==> src/rtl/vector_sequencer_pkg.sv <==
// -----------------------------------------------------------------------------
// vector_sequencer_pkg
// Shared types and constants for the vector sequencer:
//   OP_W       - operand width of every stimulus/response nibble
//   state_e    - sequencer FSM states
//   vec_rec_t  - one table entry {a, b, c, exp}
//   misr_step  - one signature compaction step (only with VECTOR_SEQUENCER_MISR_EN)
// -----------------------------------------------------------------------------
package vector_sequencer_pkg;

  localparam int OP_W = 4;

  typedef enum logic [2:0] {
    ST_IDLE,
    ST_APPLY,
    ST_SETTLE,
    ST_CHECK,
    ST_DONE
  } state_e;

  typedef struct packed {
    logic [OP_W-1:0] a;
    logic [OP_W-1:0] b;
    logic [OP_W-1:0] c;
    logic [OP_W-1:0] exp;
  } vec_rec_t;

`ifdef VECTOR_SEQUENCER_MISR_EN
  // x^16 + x^12 + x^5 + 1, feedback taps below the x^16 term.
  localparam logic [15:0] MISR_POLY = 16'h1021;

  // Shift left with feedback from bit 15, then fold the response into [3:0].
  function automatic logic [15:0] misr_step(input logic [15:0] sig,
                                            input logic [OP_W-1:0] din);
    logic [15:0] nxt;
    nxt = {sig[14:0], 1'b0} ^ (sig[15] ? MISR_POLY : 16'h0000);
    nxt[OP_W-1:0] = nxt[OP_W-1:0] ^ din;
    return nxt;
  endfunction
`endif

endpackage

==> src/rtl/vector_sequencer_rom.sv <==
// -----------------------------------------------------------------------------
// vector_sequencer_rom
// Combinational vector table. Each record is {a, b, c, exp}, 4 bits each.
// Ports:
//   idx  in  [3:0]  table index
//   rec  out [15:0] packed vec_rec_t record; unused slots read as zero
// -----------------------------------------------------------------------------
module vector_sequencer_rom
  import vector_sequencer_pkg::*;
(
  input  logic [3:0]  idx,
  output logic [15:0] rec
);

  // NOTE: this table is pure decode logic, not storage, so it has no reset.
  always_comb begin
    case (idx)
      4'd0:    rec = 16'h0FA1;
      4'd1:    rec = 16'h8FA0;
      4'd2:    rec = 16'h98A0;
      4'd3:    rec = 16'h2BB0;
      4'd4:    rec = 16'hAFF0;
      4'd5:    rec = 16'h13F1;
      4'd6:    rec = 16'h9BF0;
      4'd7:    rec = 16'hD2A1;
      4'd8:    rec = 16'h6B11;
      4'd9:    rec = 16'h6C90;
      default: rec = 16'h0000;
    endcase
  end

endmodule

==> src/rtl/vector_sequencer.sv <==
// -----------------------------------------------------------------------------
// vector_sequencer
// Applies NUM_VECTORS stored stimulus vectors to an external DUT, waits
// SETTLE_CYCLES clocks for each, compares the DUT response with the stored
// expected value and reports a pass/fail summary.
// Parameters:
//   NUM_VECTORS    vectors per run (1..16)
//   SETTLE_CYCLES  clocks between applying a vector and checking (1..15)
// Ports:
//   clk                   clock, rising edge
//   reset                 asynchronous, active-low reset
//   start                 begin a run (honoured in IDLE or DONE only)
//   a_out/b_out/c_out     registered stimulus to the DUT
//   y_in                  DUT response
//   busy                  run in progress
//   done, pass            run finished / finished without mismatches
//   err_count             saturating mismatch count
//   vec_idx               current vector index
//   first_fail            index of first mismatch, 4'hF if none
//   signature             16-bit MISR of responses (only with
//                         VECTOR_SEQUENCER_MISR_EN defined)
// -----------------------------------------------------------------------------
module vector_sequencer
  import vector_sequencer_pkg::*;
#(
  parameter int NUM_VECTORS   = 10,
  parameter int SETTLE_CYCLES = 3
) (
  input  logic        clk,
  input  logic        reset,
  input  logic        start,
  output logic [3:0]  a_out,
  output logic [3:0]  b_out,
  output logic [3:0]  c_out,
  input  logic [3:0]  y_in,
  output logic        busy,
  output logic        done,
  output logic        pass,
  output logic [3:0]  err_count,
  output logic [3:0]  vec_idx,
  output logic [3:0]  first_fail
`ifdef VECTOR_SEQUENCER_MISR_EN
  ,
  output logic [15:0] signature
`endif
);

  localparam logic [3:0] LAST_VEC    = 4'(NUM_VECTORS - 1);
  localparam logic [3:0] SETTLE_LAST = 4'(SETTLE_CYCLES - 1);
  localparam logic [3:0] NO_FAIL     = 4'hF;
  localparam logic [3:0] ERR_MAX     = 4'hF;

  state_e     state_q, state_d;
  logic [3:0] settle_cnt_q, settle_cnt_d;
  logic [3:0] a_q, a_d, b_q, b_d, c_q, c_d;
  logic [3:0] vec_idx_q, vec_idx_d;
  logic [3:0] err_q, err_d;
  logic [3:0] first_fail_q, first_fail_d;
  logic       done_q, done_d;
  logic       pass_q, pass_d;
  logic       mismatch;

  logic [15:0] rom_rec;
  vec_rec_t    rec;

  vector_sequencer_rom u_rom (
    .idx (vec_idx_q),
    .rec (rom_rec)
  );

  assign rec = vec_rec_t'(rom_rec);

  // The table entry is addressed by vec_idx_q, which is stable from APPLY
  // through CHECK, so the expected value matches the applied stimulus.
  assign mismatch = (y_in != rec.exp);

`ifdef VECTOR_SEQUENCER_MISR_EN
  logic [15:0] sig_q, sig_d;
`endif

  // NOTE: every signal written here gets its hold value first so no path can
  // leave it unassigned and infer a latch.
  always_comb begin
    state_d      = state_q;
    settle_cnt_d = settle_cnt_q;
    a_d          = a_q;
    b_d          = b_q;
    c_d          = c_q;
    vec_idx_d    = vec_idx_q;
    err_d        = err_q;
    first_fail_d = first_fail_q;
    done_d       = done_q;
    pass_d       = pass_q;
`ifdef VECTOR_SEQUENCER_MISR_EN
    sig_d        = sig_q;
`endif

    case (state_q)
      ST_IDLE, ST_DONE: begin
        if (start) begin
          state_d      = ST_APPLY;
          vec_idx_d    = 4'd0;
          err_d        = 4'd0;
          first_fail_d = 4'd0;
          done_d       = 1'b0;
          pass_d       = 1'b0;
`ifdef VECTOR_SEQUENCER_MISR_EN
          // Each run gets its own signature so repeated runs are comparable.
          sig_d        = 16'hFFFF;
`endif
        end
      end

      ST_APPLY: begin
        a_d          = rec.a;
        b_d          = rec.b;
        c_d          = rec.c;
        settle_cnt_d = 4'd0;
        state_d      = ST_SETTLE;
      end

      ST_SETTLE: begin
        if (settle_cnt_q == SETTLE_LAST) begin
          state_d = ST_CHECK;
        end else begin
          settle_cnt_d = settle_cnt_q + 4'd1;
        end
      end

      ST_CHECK: begin
`ifdef VECTOR_SEQUENCER_MISR_EN
        sig_d = misr_step(sig_q, y_in);
`endif
        if (mismatch) begin
          if (err_q != ERR_MAX) begin
            err_d = err_q + 4'd1;
          end
          // err_count never returns to zero within a run, so zero means
          // this is the first mismatch.
          if (err_q == 4'd0) begin
            first_fail_d = vec_idx_q;
          end
        end

        if (vec_idx_q == LAST_VEC) begin
          state_d = ST_DONE;
          done_d  = 1'b1;
          pass_d  = (err_q == 4'd0) && !mismatch;
          if ((err_q == 4'd0) && !mismatch) begin
            first_fail_d = NO_FAIL;
          end
        end else begin
          vec_idx_d = vec_idx_q + 4'd1;
          state_d   = ST_APPLY;
        end
      end

      default: state_d = ST_IDLE;
    endcase
  end

  // NOTE: sequential state uses non-blocking assignments so every flop
  // samples its _d value from before this edge.
  always_ff @(posedge clk or negedge reset) begin
    if (!reset) begin
      state_q      <= ST_IDLE;
      settle_cnt_q <= 4'd0;
      a_q          <= 4'd0;
      b_q          <= 4'd0;
      c_q          <= 4'd0;
      vec_idx_q    <= 4'd0;
      err_q        <= 4'd0;
      first_fail_q <= NO_FAIL;
      done_q       <= 1'b0;
      pass_q       <= 1'b0;
    end else begin
      state_q      <= state_d;
      settle_cnt_q <= settle_cnt_d;
      a_q          <= a_d;
      b_q          <= b_d;
      c_q          <= c_d;
      vec_idx_q    <= vec_idx_d;
      err_q        <= err_d;
      first_fail_q <= first_fail_d;
      done_q       <= done_d;
      pass_q       <= pass_d;
    end
  end

`ifdef VECTOR_SEQUENCER_MISR_EN
  always_ff @(posedge clk or negedge reset) begin
    if (!reset) begin
      sig_q <= 16'hFFFF;
    end else begin
      sig_q <= sig_d;
    end
  end

  assign signature = sig_q;
`endif

  assign a_out      = a_q;
  assign b_out      = b_q;
  assign c_out      = c_q;
  assign vec_idx    = vec_idx_q;
  assign err_count  = err_q;
  assign first_fail = first_fail_q;
  assign done       = done_q;
  assign pass       = pass_q;
  // Decoded straight from the state register, so it drops with reset.
  assign busy       = (state_q == ST_APPLY) || (state_q == ST_SETTLE) ||
                      (state_q == ST_CHECK);

endmodule

==> config.mk <==
export PLATFORM = sky130hd
export DESIGN_NAME = vector_sequencer
export DESIGN_NICKNAME = d
export VERILOG_FILES = /design/src/rtl/vector_sequencer_pkg.sv /design/src/rtl/vector_sequencer_rom.sv /design/src/rtl/vector_sequencer.sv
export SDC_FILE = /design/constraint.sdc
export NUM_CORES = 1
export LEC_CHECK = 0
export ABC_AREA = 1
export CAP_MARGIN = 20
export CORE_ASPECT_RATIO = 0.9
export CORE_MARGIN = 2
export CORE_UTILIZATION = 25
export DETAILED_ROUTE_END_ITERATION = 8
export GPL_TIMING_DRIVEN = 0
export SLEW_MARGIN = 20
export SYNTH_ARGS = -nofsm -noshare
export SYNTH_HDL_FRONTEND = slang
export SYNTH_HIERARCHICAL = 1
export SYNTH_SLANG_ARGS = --single-unit
==> constraint.sdc <==
create_clock -name clk -period 2.5 [get_ports clk]
set_input_delay 0.5 -clock clk [delete_from_list [all_inputs] [get_ports clk]]
set_output_delay 0.5 -clock clk [all_outputs]
set_load 0.03 [all_outputs]
==> summary.txt <==
Critical path
  • Worst path required time: ~2 ns
  • Slowest-stage cell, CP: clkdlybuf4s50_1
  • Critical path class: flip-flop to primary output
  • Startpoint types: flip-flop
  • Slowest cell delay on critical path: ~0.77 ns
  • Top Family by Delay on Critical Path: buffers and inverters
  • R2R setup slack: 0.34 ns
  • Buf+Inv Stages, Crit Path: 1
  • Worst path arrival time: between 1.5 and 2 ns
  • Worst setup EP type: primary output
  • Critical-path maximum fanout: 12
  • Cell Chain, Critical Path: clkdlybuf4s50_1

Floorplan
  • Die span in x: a little under 100 um
  • Starting Density: roughly 25%
  • IO Pins: 34
  • Cell row count: 31
  • Die Y: 89.4 um
  • Core Footprint: approximately 8000 um^2
  • DIE AREA: slightly below 9000 um^2

Yosys
  • Syn avg cell area: about 7.6 um^2
  • Yosys Warn Count: 6
  • Register area share after synthesis: roughly two fifths
  • Cells after Synth: approximately 270
  • Synthesized flop and latch total: 33
  • Main synth FF type: dfrtp_1
  • Synth unique cells: 31
  • Cell Area, Synth: approximately 2000 um^2
  • Share of synthesized registers carrying an async set or reset: 100%
  • Number of synthesized flops with an enable pin: 0

GRT
  • GR peak layer: met2
  • Vias in the first global route: between 1500 and 2000
  • Congestion Overflow GR: 0
  • Met3 usage: 3.44%
  • Initial antenna violation count: 0
  • Grt met1 use: roughly an eighth
  • Largest net degree at the start of global routing: 25
  • Grt met2 use: 15.7%
  • First-pass GRT wire length: slightly above 7000 um
  • GRT Resource Usage Total: between 10% and 20%

Clocking
  • Clk buf depth: 2
  • Clock Latency Late Sink: slightly below 0.3 ns
  • Clock transition at path regs: approximately 0.07 ns
  • Post_cts resized: 0
  • H-tree lvl count: 2
  • Hold buffer count at cts: 0
  • TritonCTS clock tree: done
  • TritonCTS Sinks: 33
  • Root buf cell: clkbuf_8
  • Clock buffer count from CTS: 5
  • # Post-CTS Setup Buffers: 0

STA
  • Final setup violating endpoints: 0
  • Achievable frequency: between 400 and 500 MHz
  • Fin. Hold Viols: 0
  • RSZ-0062 raised after global routing: false
  • Setup TNS: 0 ns
  • Tcrit/Tclk final: 87.6%
  • Fin crit period: about 2.2 ns
  • Final Max Tran Viols: 0
  • Worst Clk Skew: around 0.011 ns

Final layout
  • Util after Layout: 33.0%
  • Nets@finish: roughly 330
  • Layout area overhead: 29.4%
  • Share of cells above drive strength 1: around 15%
  • N_diodes: 0

Power
  • PwrDens: 1110 nW/um^2
  • Maximum vdd drop: roughly 0.00025 V
  • Leak: about 0.0013 uW

Routing
  • DRC Markers: 0
  • DR pass1 iterations: 4
  • Antenna Nets Post-Route: 0
  • Routed vias/inst: ~4.2
  • Vias post-DR: roughly 1700
  • Routed len/inst: a little over 10 um
  • Iteration-0 DRC Markers: 95
  • Final WL: between 4000 and 5000 um

Placed design
  • RD Place Congestion: between 0.7 and 0.8
  • Post-DP HPWL: ~3200 um
  • # port buffers: 33

Flow run
  • Max_cap viols: 0

Worst hold path
  • Worst hold path class: input port to async pin

Outcome
  • Status: finished clean
## metal layers
layer	vias to the layer above	share of wire [%]
met5	-	0
met4	0	1.7
met3	6	5.3
met2	31	43
met1	765	50
li1	904	-
## final timing paths
check | from | end | cells past startpoint
min | reset | b_out[1] | 1
max reg2reg | vec_idx[1] | err_count[2] | 14
min in group clk | first_fail[3] | first_fail[3] | 2
min reg2reg | first_fail[3] | first_fail[3] | 2
max | vec_idx[0] | vec_idx[0] | 1
max in group asynchronous | reset | first_fail[0] | 2
## synth_stat cells (2+ instances only)
| cell type | number | area (um^2) |
|---|---|---|
| ha_1 | 12 | 150 |
| buf_2 | 2 | 10.0 |
| inv_1 | 26 | 97.6 |
| o22ai_1 | 2 | 12.5 |
| xor2_1 | 3 | 26.3 |
| o21ai_2 | 2 | 17.5 |
| dfstp_2 | 4 | 105 |
| nand3_1 | 19 | 95.1 |
| dfrtp_1 | 29 | 726 |
| nor3_2 | 2 | 20.0 |
| buf_4 | 4 | 30.0 |
| nor2_2 | 3 | 18.8 |
| nand2_4 | 5 | 56.3 |
| nand2_2 | 5 | 31.3 |
| o21ai_0 | 6 | 30.0 |
| o31ai_1 | 2 | 15.0 |
| nor2_1 | 8 | 30.0 |
| nand2_1 | 113 | 424 |
| inv_6 | 2 | 17.5 |
| inv_2 | 3 | 11.3 |
| a21oi_1 | 3 | 15.0 |
## per-stage QoR
step / power [uW] / hold slack [ns] / area, um^2 / setup slack [ns] / cells
2_1_floorplan: 1900 / 0.204 / 2030 / 0.524 / 267
3_3_place_gp: 2380 / 0.454 / 2490 / 0.187 / 399
3_5_place_dp: 2410 / 0.382 / 2500 / 0.339 / 400
4_1_cts: 2950 / 0.0658 / 2620 / 0.285 / 408
5_1_grt: 3140 / 0.0758 / 2620 / 0.0964 / 408
6_report: 2910 / 0.0626 / 2620 / 0.310 / 408
## where the power goes
part / total, uW / leakage (uW) / switching, uW / internal (uW)
Clock: 532 / 0.0000574 / 208 / 324
Combinational: 1490 / 0.000867 / 927 / 563
Sequential: 884 / 0.000419 / 171 / 713
## cell type report
class                      instances  area [um^2]
sequential                        33          831
clock inverter                     2         37.5
timing repair buffer              34          345
inverter                          31          126
fill                             814         5330
buffer                             7         51.3
multi-input combinational        196         1030
tap                               99          124
clock buffer                       6         82.6
## state kept, by name, indices dropped and copies added, names as in the netlist
signal and count:
b_out 4, state_q 3, vec_idx 4, err_count 4, first_fail 4, done 1
settle_cnt_q 4, pass 1, a_out 4, c_out 4
## cells in the final DEF (no fill, tap or decap)
cell,count
a21oi_1,3
a31oi_1,1
buf_12,1
buf_2,3
buf_4,4
buf_6,1
bufinv_16,1
clkbuf_8,6
clkdlybuf4s50_1,32
clkinvlp_4,1
conb_1,3
dfrtp_1,29
dfstp_2,4
ha_1,12
inv_1,26
inv_2,3
inv_6,2
nand2_1,113
nand2_2,5
nand2_4,5
nand3_1,19
nand3_2,1
nand4_1,1
nor2_1,8
nor2_2,3
nor3_1,1
nor3_2,2
nor3b_4,1
o21ai_0,6
o21ai_1,1
o21ai_2,2
o22ai_1,2
o31ai_1,2
o31ai_2,1
xnor2_1,1
xor2_1,3
## logic make-up (layout without fill, tap and decap cells)
logic type                 count (synthesis)  count (layout)  share of synthesized area [%]
and+or+nand+nor                          159             159                           35.3
buffers and inverters                     38              80                           8.77
DFF                                       33              33                           41.0
AOI/OAI and AO/OA                         18              18                           5.62
adders and majority gates                 12              12                           7.41
xor gates and xnor gates                   4               4                           1.73
other                                      1               3                          0.185
No activity file was read; power rests on OpenSTA's default activity.
